$ cat config.mk
export PLATFORM = sky130hd
export DESIGN_NAME = alu_seq
export DESIGN_NICKNAME = d
export VERILOG_FILES = /design/src/rtl/alu_seq.sv
export SDC_FILE = /design/constraint.sdc
export NUM_CORES = 1
export LEC_CHECK = 0
export CORE_ASPECT_RATIO = 0.5
export CORE_UTILIZATION = 30
export DETAILED_ROUTE_END_ITERATION = 12
export DONT_BUFFER_PORTS = 1
export HOLD_SLACK_MARGIN = 0.1
export SYNTH_ARGS = -nofsm -noshare
export SYNTH_HDL_FRONTEND = slang
export SYNTH_SLANG_ARGS = --single-unit
$ cat constraint.sdc
create_clock -name clk -period 4.4 [get_ports clk]
set_input_delay 0.66 -clock clk [delete_from_list [all_inputs] [get_ports clk]]
set_output_delay 0.66 -clock clk [all_outputs]
set_load 0.05 [all_outputs]
$ cat src/rtl/alu_seq.sv
// -----------------------------------------------------------------------------
// alu_seq : multi-cycle ALU with a start/done handshake.
//
// One operation is accepted per handshake. Its operands are latched on the
// accept edge. The result and flags are registered on the done edge.
// Shifts of any distance run one bit per cycle. Right shifts can round to
// nearest by adding back the last bit shifted out.
//
// Opcodes:
//   1 pass   C = A
//   2 add    C = A + B, cy = carry-out
//   3 sub    C = B - A, cy = borrow (B < A)
//   4 lshift C = B << shamt
//   5 rshift C = (B >> shamt) + last bit shifted out
//   0,6,7    NOP: C/z/cy hold, done still pulses
//
// Ports:
//   clk        rising-edge clock
//   rst        asynchronous active-high reset; aborts any operation in flight
//   start      request; accepted on a clk edge while busy = 0
//   operation  opcode, sampled at accept
//   A, B       operands (WIDTH), sampled at accept
//   shamt      shift distance (SHAMT_W), sampled at accept
//   busy       high from the accept edge until the done edge
//   done       one-cycle pulse; C/z/cy are valid from this cycle on
//   C          registered result, held until the next done
//   z          registered C == 0
//   cy         registered carry/borrow; 0 for all other operations
// -----------------------------------------------------------------------------
module alu_seq #(
    parameter int WIDTH   = 16,
    parameter int SHAMT_W = 4
) (
    input  logic               clk,
    input  logic               rst,
    input  logic               start,
    input  logic [2:0]         operation,
    input  logic [WIDTH-1:0]   A,
    input  logic [WIDTH-1:0]   B,
    input  logic [SHAMT_W-1:0] shamt,
    output logic               busy,
    output logic               done,
    output logic [WIDTH-1:0]   C,
    output logic               z,
    output logic               cy
);

    localparam logic [2:0] OP_PASS = 3'd1;
    localparam logic [2:0] OP_ADD  = 3'd2;
    localparam logic [2:0] OP_SUB  = 3'd3;
    localparam logic [2:0] OP_LSH  = 3'd4;
    localparam logic [2:0] OP_RSH  = 3'd5;

    localparam logic [SHAMT_W-1:0] CNT_ZERO = {SHAMT_W{1'b0}};
    localparam logic [SHAMT_W-1:0] CNT_ONE  = {{(SHAMT_W-1){1'b0}}, 1'b1};
    localparam logic [WIDTH-1:0]   W_ZERO   = {WIDTH{1'b0}};

    typedef enum logic [1:0] {
        IDLE  = 2'd0,
        EXEC  = 2'd1,
        SHIFT = 2'd2
    } state_t;

    state_t             state_r;
    logic [2:0]         op_r;
    logic [WIDTH-1:0]   a_r;
    // Holds latched B; doubles as the shift register during SHIFT.
    logic [WIDTH-1:0]   work_r;
    logic [SHAMT_W-1:0] cnt_r;
    logic               g_r;

    logic [WIDTH:0]     sum_s;
    logic [WIDTH:0]     diff_s;
    logic [WIDTH-1:0]   shift_res_s;
    logic               exec_upd_s;
    logic [WIDTH-1:0]   exec_c_s;
    logic               exec_cy_s;

    // Zero detect used for the z flag.
    function automatic logic is_zero(input logic [WIDTH-1:0] v);
        return (v == W_ZERO);
    endfunction

    // Arithmetic results for EXEC and the rounded shift result for SHIFT.
    always_comb begin
        sum_s       = {1'b0, a_r} + {1'b0, work_r};
        // The extra top bit of the widened difference is the borrow.
        diff_s      = {1'b0, work_r} - {1'b0, a_r};
        // g_r is only ever set by right shifts, so lshift adds nothing here.
        // The shifted value is below 2^(WIDTH-1) whenever g_r can be 1,
        // so the sum cannot wrap.
        shift_res_s = work_r + {{(WIDTH-1){1'b0}}, g_r};
        exec_upd_s  = 1'b0;
        exec_c_s    = C;
        exec_cy_s   = cy;
        case (op_r)
            OP_PASS: begin
                exec_upd_s = 1'b1;
                exec_c_s   = a_r;
                exec_cy_s  = 1'b0;
            end
            OP_ADD: begin
                exec_upd_s = 1'b1;
                exec_c_s   = sum_s[WIDTH-1:0];
                exec_cy_s  = sum_s[WIDTH];
            end
            OP_SUB: begin
                exec_upd_s = 1'b1;
                exec_c_s   = diff_s[WIDTH-1:0];
                exec_cy_s  = diff_s[WIDTH];
            end
            default: begin
                exec_upd_s = 1'b0;
                exec_c_s   = C;
                exec_cy_s  = cy;
            end
        endcase
    end

    // Control FSM with registered result, flags and handshake outputs.
    always_ff @(posedge clk or posedge rst) begin
        if (rst) begin
            state_r <= IDLE;
            op_r    <= 3'd0;
            a_r     <= W_ZERO;
            work_r  <= W_ZERO;
            cnt_r   <= CNT_ZERO;
            g_r     <= 1'b0;
            busy    <= 1'b0;
            done    <= 1'b0;
            C       <= W_ZERO;
            z       <= 1'b0;
            cy      <= 1'b0;
        end else begin
            done <= 1'b0;
            case (state_r)
                IDLE: begin
                    if (start) begin
                        op_r   <= operation;
                        a_r    <= A;
                        work_r <= B;
                        cnt_r  <= shamt;
                        g_r    <= 1'b0;
                        busy   <= 1'b1;
                        if ((operation == OP_LSH) || (operation == OP_RSH)) begin
                            state_r <= SHIFT;
                        end else begin
                            state_r <= EXEC;
                        end
                    end else begin
                        state_r <= IDLE;
                    end
                end
                EXEC: begin
                    if (exec_upd_s) begin
                        C  <= exec_c_s;
                        z  <= is_zero(exec_c_s);
                        cy <= exec_cy_s;
                    end else begin
                        C  <= C;
                        z  <= z;
                        cy <= cy;
                    end
                    done    <= 1'b1;
                    busy    <= 1'b0;
                    state_r <= IDLE;
                end
                SHIFT: begin
                    if (cnt_r != CNT_ZERO) begin
                        if (op_r == OP_RSH) begin
                            work_r <= {1'b0, work_r[WIDTH-1:1]};
                            g_r    <= work_r[0];
                        end else begin
                            work_r <= {work_r[WIDTH-2:0], 1'b0};
                            g_r    <= 1'b0;
                        end
                        cnt_r <= cnt_r - CNT_ONE;
                    end else begin
                        C       <= shift_res_s;
                        z       <= is_zero(shift_res_s);
                        cy      <= 1'b0;
                        done    <= 1'b1;
                        busy    <= 1'b0;
                        state_r <= IDLE;
                    end
                end
                default: begin
                    state_r <= IDLE;
                    busy    <= 1'b0;
                end
            endcase
        end
    end

endmodule

==> impl_metrics.toml <==
[synth]
synthXorXnorAreaFrac_pct = 3.180
synth_nets = 776
async_flop_share_pct = 100.0
synthCells = 693
synth_area_leader_cell = "dfrtp_1"
synth_compound_area_share_pct = 26.44
synth-edff-count = 0
synthSimpleGateAreaFrac_pct = 20.85
synth_top_family_by_area = "compound AO/OA/AOI/OAI gates"
ys.flop_type = "dfrtp_1"
yosys_warnings = 0
synth.avg_cell_area_um2 = 7.950
synthAdderAreaFrac_pct = 9.584
synth_top_area_share_pct = 28.16
synthMuxAreaShare_pct = 5.792
synth_seq_cells = 62
synth_area_leaders = "dfrtp_1 (28%), ha_1 (8.9%), a21oi_1 (5.7%), nand2_1 (4.8%), mux2_2 (4.5%)"
seq_area_frac_synth_pct = 28.16
synthDistinctLibCells = 81
syn-cell-area_um2 = 5509

[pwr]
pwr-share-clk_pct = 20.3
p_leak_nw = 2.503
finalPower_mw = 3.725
switchingPower_mw = 1.882
internal-power_mw = 1.843
power_frac_seq_pct = 33.2
p_comb_share_pct = 46.5
switching_share_pct = 50.53
irDropWorstVdd_mv = 0.2044
p_per_area_nw_per_um2 = 617.6

[sta]
rsz0062_at_grt = "false"
worst_pin_slew_ns = 0.9220
hold_ws_ns = 0.3959
finalCritPeriodShare_pct = 74.21
setup_viol = 0
slew_viol_final = 0
relSlewSlack_pct = 38.45
hold_viol_final = 0
tns_ns = 0
layout_min_cycle_time_ns = 3.265
fmax_mhz = 306.2
fin_worst_skew_ns = 0.008125

[cts]
cts_resized = 0
numCtsBuffers = 9
numClockSinks = 62
cts_setup_buffers = 0
clock_tree.root_cell = "clkbuf_16"
cts_tree = "done"
cts.clk_slew.worst_paths_ns = 0.06
htree_levels = 3
clk_latency_ns = 0.34
hold_buffers = 0
cts_buffer_depth = 2

[drt]
num_vias = 5240
drc = 0
drtPass1Iterations = 6
via_per_inst = 5.733
drtIter0Drc = 548
wl_per_cell_um = 20.00
antenna_left = 0
routed_wl_mm = 18.28

[final_layout]
seq_area_um2 = 1551
multi_input_area_um2 = 3627
fillers = 1806
finalNetCount = 757
drive_gt1_share_pct = 9.867
syn_to_final_growth_pct = 9.471

[setup_path]
arrival_ns = 3.49
r2r-end = "z"
crit_path_max_fanout = 12
ff2ff_setup_slack_ns = 1.13
r2r_start = "work_r[8]"
cp-end-kind = "flip-flop"
worstSetupPathType = "flip-flop to flip-flop"
startpoint_type = "flip-flop"
cp.required_ns = 4.62
reg2reg_depth = 10

[place]
routabilityCongestion = 0.9435
portBuffers = 0
dpl.hpwl_mm = 13.44

[status]
status = "completed"

[run]
maxCapViolCount = 0

[global_routing]
grt_pass1_vias = 5002
grt_max_degree = 49
grt_first_pass_wirelength_mm = 28.86
track_usage_pct = 19.55
antenna_found_initial = 0
overflow = 0

[hold_path]
hold_class = "input port to async pin"

[floorplanning]
fp.dieW_um = 193.6
io_pins = 62
core_area_um2 = 17650
die_y_um = 97.82
start_util_pct = 31.20
rows = 34
die_area_um2 = 18940
-- sequential cells by signal (all words and copies together) (netlist names) --
register / flops
op_r: 3
cy: 1
g_r: 1
work_r: 16
a_r: 16
done: 1
state_r: 2
z: 1
cnt_r: 4
busy: 1
C: 16
-- cells in the mapped netlist, drive strengths merged (3+ instances only) --
| cell | count |
|---|---|
| o41ai | 3 |
| nor2 | 62 |
| nor2b | 12 |
| inv | 45 |
| buf | 10 |
| nand2b | 3 |
| and3 | 4 |
| ha | 39 |
| o21bai | 3 |
| o31ai | 5 |
| nor4 | 5 |
| nor3b | 5 |
| or2 | 4 |
| dfrtp | 62 |
| o221ai | 4 |
| a31oi | 7 |
| xnor2 | 13 |
| a211oi | 11 |
| or3 | 5 |
| a21oi | 64 |
| mux2 | 23 |
| o22ai | 7 |
| nand3 | 33 |
| a22oi | 7 |
| nand2 | 70 |
| o31a | 3 |
| a2111oi | 6 |
| mux2i | 6 |
| o211ai | 4 |
| and2 | 6 |
| nand4 | 5 |
| clkbuf | 31 |
| o21ai | 55 |
| nor3 | 13 |
| xor2 | 7 |
| o21a | 8 |
-- cells by family (layout without fill, tap and decap cells) --
kind of cell,Yosys count,count (layout)
multiplexers,29,29
XOR/XNOR,20,20
AO/OA/AOI/OAI,216,216
buffers and inverters,86,72
other,0,1
flip-flops,62,62
AND/OR/NAND/NOR,239,239
adder cells (fa/ha/maj),41,41
-- area by class of cell --
class	instances	area share [%]
clock inverters	7	1.328
well taps	234	4.855
repair buffers	11	1.369
diodes	1	0.04149
clock buffers	9	3.734
flip-flops and latches	62	25.73
multi-input cells	545	60.15
inverters	45	2.801
-- placed cells by master, fill, tap and decap left out, types with 8 or more instances in the layout --
| master | count |
|---|---|
| a211oi_1 | 9 |
| a21oi_1 | 63 |
| buf_4 | 11 |
| clkbuf_16 | 9 |
| dfrtp_1 | 62 |
| ha_1 | 39 |
| inv_1 | 43 |
| mux2_2 | 22 |
| nand2_1 | 70 |
| nand3_1 | 33 |
| nor2_1 | 60 |
| nor2b_1 | 12 |
| nor3_1 | 13 |
| o21a_1 | 8 |
| o21ai_0 | 41 |
| o21ai_1 | 14 |
| xnor2_1 | 13 |
-- how the worst max path moves through the flow --
stage | start | to | slack (ns)
5_1_grt | work_r[1] | z | 0.84
3_5_place_dp | work_r[8] | z | 1.20
6_report | work_r[8] | z | 1.13
2_1_floorplan | a_r[0] | z | 1.71
4_1_cts | work_r[8] | z | 1.18
3_3_place_gp | work_r[8] | z | 1.29
-- power groups by stage --
stage / clock [mW] / combinational, mW / sequential [mW]
global route: 0.798 / 1.91 / 1.26
finish: 0.757 / 1.73 / 1.24
floorplan: 0 / 1.33 / 1.13
CTS: 0.772 / 1.70 / 1.23
detailed placement: 0 / 1.69 / 1.25
global placement: 0 / 1.68 / 1.24
-- through the flow --
step	utilization [%]	setup WS, ns	cell area, um^2	cells
2_1_floorplan	-	1.706	5509	693
6_report	34.16	1.135	6031	914
5_1_grt	34.15	0.8435	6028	913
4_1_cts	34.15	1.180	6028	913
3_3_place_gp	32.42	1.287	5723	897
3_5_place_dp	32.42	1.196	5723	897
-- worst max-delay path: stages, from the launching register on --
cell and delay (ns):
dfrtp_1 0.59, ha_1 0.46, a211oi_1 0.42, nand3_1 0.15, o32a_4 0.37, a2111oi_4 0.35
nor2_2 0.08, or3b_1 0.38, a21oi_2 0.16, nand3b_1 0.11, o21ai_1 0.08
-- routing by layer --
layer / global-route usage [%] / part of all wire (%) / vias up
li1: - / - / 2459
met1: 27.02 / 46 / 2502
met2: 29.46 / 42 / 245
met3: 5.389 / 9.9 / 34
met4: 6.092 / 2.3 / 0
met5: 0 / 0 / -
No activity file was read; power rests on OpenSTA's default activity.
